`config.mk`:
```
export PLATFORM = sky130hd
export DESIGN_NAME = bank_group_ctrl
export DESIGN_NICKNAME = d
export VERILOG_FILES = /design/src/rtl/bank_group_ctrl.sv
export SDC_FILE = /design/constraint.sdc
export NUM_CORES = 1
export LEC_CHECK = 0
export CORE_MARGIN = 2
export CORE_UTILIZATION = 54
export CTS_BUF_LIST = sky130_fd_sc_hd__clkbuf_4 sky130_fd_sc_hd__clkbuf_8
export DETAILED_ROUTE_END_ITERATION = 6
export PLACE_DENSITY = 0.8
export SYNTH_ARGS = -nofsm -noshare
export SYNTH_HDL_FRONTEND = slang
export SYNTH_SLANG_ARGS = --single-unit
```
`constraint.sdc`:
```
create_clock -name clk -period 5.85 [get_ports clk]
set_input_delay 1.17 -clock clk [delete_from_list [all_inputs] [get_ports clk]]
set_output_delay 1.17 -clock clk [all_outputs]
set_load 0.005 [all_outputs]
```
`src/rtl/bank_group_ctrl.sv`:
```
`default_nettype none
// bank_group_ctrl: per-bank ACT/PRE/REF timing state machines plus one RD/WR burst engine.
// Revision: 1.0
module bank_group_ctrl #(
  parameter int BANKSPERGROUP = 4,
  parameter int ADDRWIDTH     = 17,
  parameter int COLS          = 1024,
  parameter int BL            = 8,
  parameter int TRCD          = 4,
  parameter int TRP           = 4,
  parameter int TRAS          = 10,
  parameter int TRFC          = 20
) (
  input  logic                               clk,
  input  logic                               reset,
  input  logic                               halt,
  input  logic [2:0]                         cmd,
  input  logic [$clog2(BANKSPERGROUP)-1:0]   ba,
  input  logic [ADDRWIDTH-1:0]               row,
  input  logic [$clog2(COLS)-1:0]            column,
  output logic                               cmd_ack,
  output logic                               cmd_err,
  output logic [3*BANKSPERGROUP-1:0]         bank_state,
  output logic [ADDRWIDTH*BANKSPERGROUP-1:0] open_row,
  output logic                               burst_valid,
  output logic                               burst_wr,
  output logic [$clog2(BANKSPERGROUP)-1:0]   burst_bank,
  output logic [$clog2(COLS)-1:0]            burst_col,
  output logic                               burst_last
);
  localparam int BW   = $clog2(BANKSPERGROUP);
  localparam int CW   = $clog2(COLS);
  localparam int T1   = (TRCD > TRP) ? TRCD : TRP;
  localparam int T2   = (TRAS > TRFC) ? TRAS : TRFC;
  localparam int TMAX = (T1 > T2) ? T1 : T2;
  localparam int CNTW = $clog2(TMAX + 1);
  localparam int IW   = (BL > 1) ? $clog2(BL) : 1;

  localparam logic [CNTW-1:0] TRCD_C  = CNTW'(TRCD);
  localparam logic [CNTW-1:0] TRP_C   = CNTW'(TRP);
  localparam logic [CNTW-1:0] TRAS_C  = CNTW'(TRAS);
  localparam logic [CNTW-1:0] TRFC_C  = CNTW'(TRFC);
  localparam logic [CNTW-1:0] CNT_ONE = CNTW'(1);
  localparam logic [IW-1:0]   LAST_BEAT = IW'(BL - 1);
  localparam logic [CW-1:0]   BEAT_MASK = CW'(BL - 1);

  localparam logic [2:0] CMD_NOP  = 3'd0;
  localparam logic [2:0] CMD_ACT  = 3'd1;
  localparam logic [2:0] CMD_RD   = 3'd2;
  localparam logic [2:0] CMD_WR   = 3'd3;
  localparam logic [2:0] CMD_PRE  = 3'd4;
  localparam logic [2:0] CMD_PREA = 3'd5;
  localparam logic [2:0] CMD_REF  = 3'd6;

  typedef enum logic [2:0] {
    S_IDLE        = 3'd0,
    S_ACTIVATING  = 3'd1,
    S_ACTIVE      = 3'd2,
    S_PRECHARGING = 3'd3,
    S_REFRESHING  = 3'd4
  } bank_state_t;

  bank_state_t              state   [BANKSPERGROUP];
  bank_state_t              eff     [BANKSPERGROUP];
  logic [CNTW-1:0]          tcnt    [BANKSPERGROUP];
  logic [CNTW-1:0]          ras_cnt [BANKSPERGROUP];
  logic [ADDRWIDTH-1:0]     row_q   [BANKSPERGROUP];
  logic [BANKSPERGROUP-1:0] pre_ok;
  logic [BANKSPERGROUP-1:0] idle_v;

  logic          busy;
  logic [IW-1:0] beat;
  logic [CW-1:0] base_col;
  logic          legal;

  // eff is the state a command sampled at this edge sees: a timed state whose
  // counter has reached its terminal value already counts as finished.
  always_comb begin
    for (int b = 0; b < BANKSPERGROUP; b++) begin
      eff[b] = state[b];
      case (state[b])
        S_ACTIVATING:  if (tcnt[b] >= TRCD_C) eff[b] = S_ACTIVE;
        S_PRECHARGING: if (tcnt[b] >= TRP_C)  eff[b] = S_IDLE;
        S_REFRESHING:  if (tcnt[b] >= TRFC_C) eff[b] = S_IDLE;
        default: ;
      endcase
      idle_v[b] = (eff[b] == S_IDLE);
      pre_ok[b] = (eff[b] == S_IDLE) ||
                  ((eff[b] == S_ACTIVE) && (ras_cnt[b] >= TRAS_C) &&
                   !(busy && (burst_bank == BW'(b))));
    end
  end

  always_comb begin
    legal = 1'b0;
    case (cmd)
      CMD_ACT:        legal = (eff[ba] == S_IDLE);
      CMD_RD, CMD_WR: legal = (eff[ba] == S_ACTIVE) && (!busy || (beat == LAST_BEAT));
      CMD_PRE:        legal = pre_ok[ba];
      CMD_PREA:       legal = &pre_ok;
      CMD_REF:        legal = &idle_v;
      default:        legal = 1'b0;
    endcase
  end

  always_ff @(posedge clk or posedge reset) begin
    if (reset) begin
      for (int b = 0; b < BANKSPERGROUP; b++) begin
        state[b]   <= S_IDLE;
        tcnt[b]    <= '0;
        ras_cnt[b] <= '0;
        row_q[b]   <= '0;
      end
      cmd_ack    <= 1'b0;
      cmd_err    <= 1'b0;
      busy       <= 1'b0;
      beat       <= '0;
      burst_wr   <= 1'b0;
      burst_bank <= '0;
      base_col   <= '0;
    end else if (halt) begin
      cmd_ack <= 1'b0;
      cmd_err <= 1'b0;
    end else begin
      cmd_ack <= (cmd != CMD_NOP) && legal;
      cmd_err <= (cmd != CMD_NOP) && !legal;
      for (int b = 0; b < BANKSPERGROUP; b++) begin
        state[b] <= eff[b];
        if ((eff[b] == state[b]) && (state[b] != S_IDLE) && (state[b] != S_ACTIVE))
          tcnt[b] <= tcnt[b] + CNT_ONE;
        if (ras_cnt[b] < TRAS_C)
          ras_cnt[b] <= ras_cnt[b] + CNT_ONE;
        if (legal) begin
          if ((cmd == CMD_ACT) && (ba == BW'(b))) begin
            state[b]   <= S_ACTIVATING;
            tcnt[b]    <= CNT_ONE;
            ras_cnt[b] <= CNT_ONE;
            row_q[b]   <= row;
          end
          // PRE/PREA on an idle bank is an acknowledged no-op
          if ((eff[b] == S_ACTIVE) &&
              ((cmd == CMD_PREA) || ((cmd == CMD_PRE) && (ba == BW'(b))))) begin
            state[b] <= S_PRECHARGING;
            tcnt[b]  <= CNT_ONE;
          end
          if (cmd == CMD_REF) begin
            state[b] <= S_REFRESHING;
            tcnt[b]  <= CNT_ONE;
          end
        end
      end
      if (busy) begin
        if (beat == LAST_BEAT) busy <= 1'b0;
        else                   beat <= beat + IW'(1);
      end
      if (legal && ((cmd == CMD_RD) || (cmd == CMD_WR))) begin
        busy       <= 1'b1;
        beat       <= '0;
        burst_wr   <= (cmd == CMD_WR);
        burst_bank <= ba;
        base_col   <= column;
      end
    end
  end

  assign burst_valid = busy & ~halt;
  assign burst_last  = busy & ~halt & (beat == LAST_BEAT);
  assign burst_col   = (base_col & ~BEAT_MASK) | ((base_col + CW'(beat)) & BEAT_MASK);

  generate
    for (genvar g = 0; g < BANKSPERGROUP; g++) begin : g_bank_out
      assign bank_state[3*g +: 3]                = state[g];
      assign open_row[ADDRWIDTH*g +: ADDRWIDTH] = row_q[g];
    end
  endgenerate

endmodule
`default_nettype wire

```
; ---- Word-level counts from Yosys, hierarchy flattened
; Index checks and enable logic that the tools add are counted.
[totals]
output_inout_bits = 97
register_bits = 139
wordCells = 247
[classes]
n_mux = 78
n_lt_le_gt_ge = 18
n_eq_ne = 39
n_addsub = 10
n_reduce_logical = 74
n_bitwise = 5
[op_table]
columns = op, n
row1 = 2-to-1 mux 5 bit, 32
row2 = 2-to-1 mux 3 bit, 33
row3 = adder 5 x 1 -> 5 bit (second input constant), 8
row4 = logical AND 1 bit, 36
row5 = case mux 3 bit (3 select lines), 4
row6 = == test 3 x 2 -> 1 bit (second input constant), 11
row7 = == test 3 bit (second input constant), 8
row8 = greater-or-equal comparator 5 x 3 -> 1 bit (second input constant), 4
row9 = greater-or-equal comparator 5 x 4 -> 1 bit (second input constant), 4
row10 = greater-or-equal comparator 5 bit (second input constant), 4
row11 = less-than comparator 5 x 4 -> 1 bit (second input constant), 4
row12 = == test 3 x 1 -> 1 bit (second input constant), 5
row13 = zero test 3 bit, 5
row14 = AND reduction 3 bit, 5
row15 = nonzero test 3 bit, 5
row16 = == test 3 bit, 4
row17 = != test 3 x 2 -> 1 bit (second input constant), 4
row18 = logical OR 1 bit, 10
row19 = bitwise OR 10 x 3 -> 10 bit, 1
row20 = == test 2 bit (second input constant), 4
row21 = AND reduction 4 bit, 2
row22 = binary-select mux 3 bit (select 2 bit), 1
row23 = zero test 1 bit, 6
row24 = 2-to-1 mux 1 bit, 6
row25 = other kinds (15), 18

; ---- Depth between registers and ports, before layout
[depth]
word_depth = 13
depth_mapped = 11
ltp_nobuf = 9

; ---- Worst setup path after synthesis
; OpenSTA, ideal clock, no wires.
[synth_timing]
path_type = input port to flip-flop
startpoint = in ba[0]
endpoint = reg ras_cnt[12] (netlist name)
cell_stages = 8
setup_time_ns = 0.117
path_buffers = 2
path_slack_ns = 2.573
arrival_ns = 3.161
cell_sequence = clkbuf_1 > nand2_1 > o32ai_1 > o21ai_0 > and2_4 > or4_4 > buf_6 > and2_4
[synth_via]
elab_chain_len = 8
word_cells_on_any_way = 14
classes_between = eq/ne: 2 / mux: 8 / bitwise: 1 / reduce/logical: 3
[synth_lines]
columns = element, line
row1 = "start, declared", 18  ; input logic [$clog2(BANKSPERGROUP)-1:0] ba,
row2 = NOT 2 -> 3 bit (not written as such), "97, 98"
row3 = binary-select mux 3 bit (select 2 bit), "97, 98"
row4 = 2-to-1 mux 3 bit (not written as such) (2 in series), "97, 98"
row5 = == test 3 x 2 -> 1 bit, 98  ; CMD_RD, CMD_WR: legal = (eff[ba] == S_ACTIVE) && (!busy || (beat == LAST_BEAT));
row6 = logical AND 1 bit, 98
row7 = case mux 1 bit (5 select lines), 96  ; case (cmd)
row8 = 2-to-1 mux 5 bit *, 133  ; if (legal) begin
row9 = "end signal, assigned by index", 132  ; ras_cnt[b] <= ras_cnt[b] + CNT_ONE;
row10 = "end, declared", 66  ; logic [CNTW-1:0] ras_cnt [BANKSPERGROUP];
; Every way passes the cells marked *; elsewhere a longest branch is shown, timed or not. The select of a mux whose other input is x is not followed.
; A chain may end at the register's enable or synchronous reset.

; ---- Worst setup path in the final report
[layout_timing]
startpoint = in ba[0]
endpoint = reg tcnt[12] (netlist name)
[layout_via]
elab_chain_len = 8
word_cells_on_any_way = 19
classes_between = eq/ne: 2 / mux: 10 / bitwise: 1 / reduce/logical: 6
[layout_lines]
columns = element, line
row1 = NOT 2 -> 3 bit (not written as such), "97, 98"
row2 = binary-select mux 3 bit (select 2 bit), "97, 98"
row3 = 2-to-1 mux 3 bit (not written as such) (2 in series), "97, 98"
row4 = == test 3 x 2 -> 1 bit, 98
row5 = logical AND 1 bit, 98
row6 = case mux 1 bit (5 select lines), 96
row7 = 2-to-1 mux 5 bit *, 133
row8 = "end signal, assigned by index", 130  ; tcnt[b] <= tcnt[b] + CNT_ONE;
row9 = "end, declared", 65  ; logic [CNTW-1:0] tcnt [BANKSPERGROUP];
; Marked as above.

==> flow_summary.ini <==
[status]
status = finished clean

[clocking]
cts_tree = done
htree_levels = 4
clockBufferDepth = 2
cts_sinks = 139
cts_buffers = 17
cts_setup_buffers = 0
clkTransAtPathRegs_ns = 0.08
insertion_delay_ns = 0.45
cts-hold-fix-buffers = 0
root_buffer = clkbuf_8
cts_resized = 0

[critical_path]
max_stage_delay_ns = 0.70
worst_ep_arrival_time_ns = 4.19
reg2reg_to = base_col[4]
crit_fanout = 30
reg2regPathDepth = 6
cp.required_ns = 6.13
timing.rr.start = bank_state[9]
crit_path_top_delay_cell = clkdlybuf4s50_1
path_cells = clkdlybuf4s50_1 -> nand2_1 -> o32ai_1 -> o21ai_0 -> and2_4 -> o221ai_4 -> buf_4 -> a311oi_1
end_kind = register
start_kind = input port
path_class = in -> reg
r2r_setup_slack_ns = 2.31

[floorplan]
coreArea_um2 = 13100
die_area_um2 = 14200
rows = 42
die_x_um = 119
pin_count = 132
die_h_um = 119
start_util_pct = 54.7

[logic_synthesis]
yosysTopAreaCell = dfrtp_1
synth_area_um2 = 7160
ys_seq_elements = 139
seq_area_frac_synth_pct = 48.6
async_reset_ff_share_pct = 100
yosysTopAreaCellShare_pct = 48.6
synth-edff-count = 0
yosys_warnings = 0
ys_top_cells_by_area = dfrtp_1 (49%), o2bb2ai_1 (4.4%), ha_1 (3.3%)
synth_cell_type_count = 69
netlist_instances = 666
ys.flop_type = dfrtp_1
synth_nets = 721
syn_area_per_cell_um2 = 10.8

[drt]
drt_iter0_drc = 473
dr_total_vias = 5862
wl_mm = 17.9
drc_errors = 0
vias_per_cell = 6.10
routedWlPerCell_um = 18.7
antenna_left = 0
firstDrtPassIters = 5

[power]
finalPower_mw = 3.76
switchingPower_mw = 1.38
power.density_nw_per_um2 = 426
power.internal_mw = 2.38
peakVddDrop_uv = 318
pwr-share-seq_pct = 40.9
pwr-share-clk_pct = 20.7
p_leak_nw = 3.75
comb_power_share_pct = 38.4
p_sw_share_pct = 36.7

[cells_and_area]
fillCellCount = 995
final_nets = 828
layout-drive-gt1-share_pct = 8.92
syn2layout_area_growth_pct = 23.2
finalInstanceArea_um2 = 8820
diodes = 0

[placed_design]
post-dp-hpwl_mm = 12.3
io_buffers = 131
dpl_cell_area_um2 = 8430
gp_congestion = 0.957

[grt]
antenna_found_initial = 0
grt_usage_pct = 26.4
gr-total-overflow = 0
grt_pass1_wl_mm = 29.6
grt_pass1_vias = 5936
grt_max_degree = 102

[sta]
setup_violations = 0
hold_violations = 0
rsz0062_at_grt = false
worstMarginPinSlew_ns = 1.15
maxSlewHeadroom_pct = 22.8
fin_hold_ws_ns = 0.485
setup-tns-final_ns = 0
clock-skew-final_ns = 0.00914
period_needed_ns = 3.91
period_share_pct = 66.8
slew_viol_final = 0
max_clock_freq_mhz = 256

[job]
drv_cap = 0

[worst_hold_path]
hold_path.class = reg -> reg
holdPathEnd = open_row[4]
hold_depth = 2
hp-start = open_row[4]
## metal layers
| metal | share of wire (%) | global-route usage (%) | wire, um | vias to the layer above |
|---|---|---|---|---|
| li1 | - | - | - | 2674 |
| met1 | 41 | 32.8 | 7280 | 2898 |
| met2 | 49 | 43.9 | 8860 | 251 |
| met3 | 7.7 | 7.66 | 1380 | 39 |
| met4 | 2.3 | 9.60 | 419 | 0 |
| met5 | 0 | 0 | 0 | - |
## worst max path at each step
stage | from | end | depth (start not counted)
6_report | ba[0] | tcnt[12] | 8
4_1_cts | ba[0] | tcnt[12] | 8
3_3_place_gp | ba[0] | tcnt[17] | 8
3_5_place_dp | ba[0] | tcnt[17] | 8
2_1_floorplan | reset | bank_state[0] | 1
5_1_grt | ba[1] | tcnt[14] | 9
## synthesized netlist by cell type (all sizes together) (10+ instances only)
| cell type | instances |
|---|---|
| a31oi | 10 |
| nor2 | 39 |
| ha | 19 |
| o2bb2ai | 36 |
| nand2 | 48 |
| o21ai | 20 |
| and2 | 11 |
| a211oi | 11 |
| nand2b | 23 |
| a21oi | 14 |
| buf | 32 |
| a32o | 21 |
| clkbuf | 15 |
| o31ai | 21 |
| inv | 42 |
| xor2 | 18 |
| dfrtp | 139 |
| mux2 | 13 |
## per-stage QoR
step	instances	utilization, %	setup WS, ns
floorplan	666	-	0.955
global placement	930	64.4	1.63
detailed placement	930	64.4	1.49
CTS	961	67.4	1.97
global route	961	67.4	1.69
finish	961	67.4	1.94
## cell families (layout without fill, tap and decap cells)
family	Yosys count	count (layout)	synth area share, %
simple gates	190	190	14.8
compound gates	188	188	20.9
flops	139	139	48.6
buf+inv	89	208	6.55
xor+xnor	27	27	3.30
fa+ha+maj	20	20	3.60
mux	13	13	2.25
## cell usage in the layout (no fill, tap or decap), types with 4 or more instances in the layout
master,netlist,routed
or3_1,4,4
nand4_1,9,9
buf_4,8,4
a41oi_1,7,7
mux2_2,9,9
clkdlybuf4s50_1,0,130
nor2_1,39,39
a211oi_1,8,8
or3b_1,5,5
nand3_1,9,9
o21a_1,4,4
xor2_1,18,18
a311oi_1,7,7
nand2_1,48,48
clkbuf_8,0,18
nor3_1,6,6
a21oi_1,14,14
nor4_1,5,5
ha_1,19,19
mux2_4,4,4
inv_1,42,41
nor3b_1,5,5
a22o_1,6,6
nand2b_1,23,23
nor4b_1,5,5
a32o_1,21,21
dfrtp_1,139,139
and2_1,8,8
o31ai_1,21,21
o21ai_0,18,18
inv_6,0,5
xnor2_1,9,9
a211o_1,4,4
a31oi_1,10,10
o2bb2ai_1,36,36
## critical path, delay by kind of cell
family,cells,cell delay [ns]
AO/OA/AOI/OAI,4,1.57
buffers and inverters,2,1.06
AND/OR/NAND/NOR,2,0.38
## sequential cells by signal (all words and copies together), names as in the netlist
register and cells:
bank_state 12, base_col 10, beat 3, burst_bank 2
burst_wr 1, busy 1, cmd_ack 1, cmd_err 1
open_row 68, ras_cnt 20, tcnt 20
## cell type report
| class | count | area [um2] | area share [%] |
|---|---|---|---|
| Sequential cell | 139 | 3480 | 39.4 |
| Multi-Input combinational cell | 438 | 3230 | 36.6 |
| Timing Repair Buffer | 135 | 1340 | 15.1 |
| Clock buffer | 19 | 255 | 2.89 |
| Tap cell | 176 | 220 | 2.50 |
| Inverter | 42 | 163 | 1.84 |
| Clock inverter | 12 | 140 | 1.59 |
## power groups by stage
stage	Sequential (mW)	Combinational (mW)	Clock, mW
2_1_floorplan	1.46	0.996	0
3_3_place_gp	1.52	1.38	0
3_5_place_dp	1.55	1.44	0
4_1_cts	1.53	1.45	0.792
5_1_grt	1.58	1.60	0.834
6_report	1.54	1.45	0.779
Note: power is estimated with default switching activity, not from simulation.
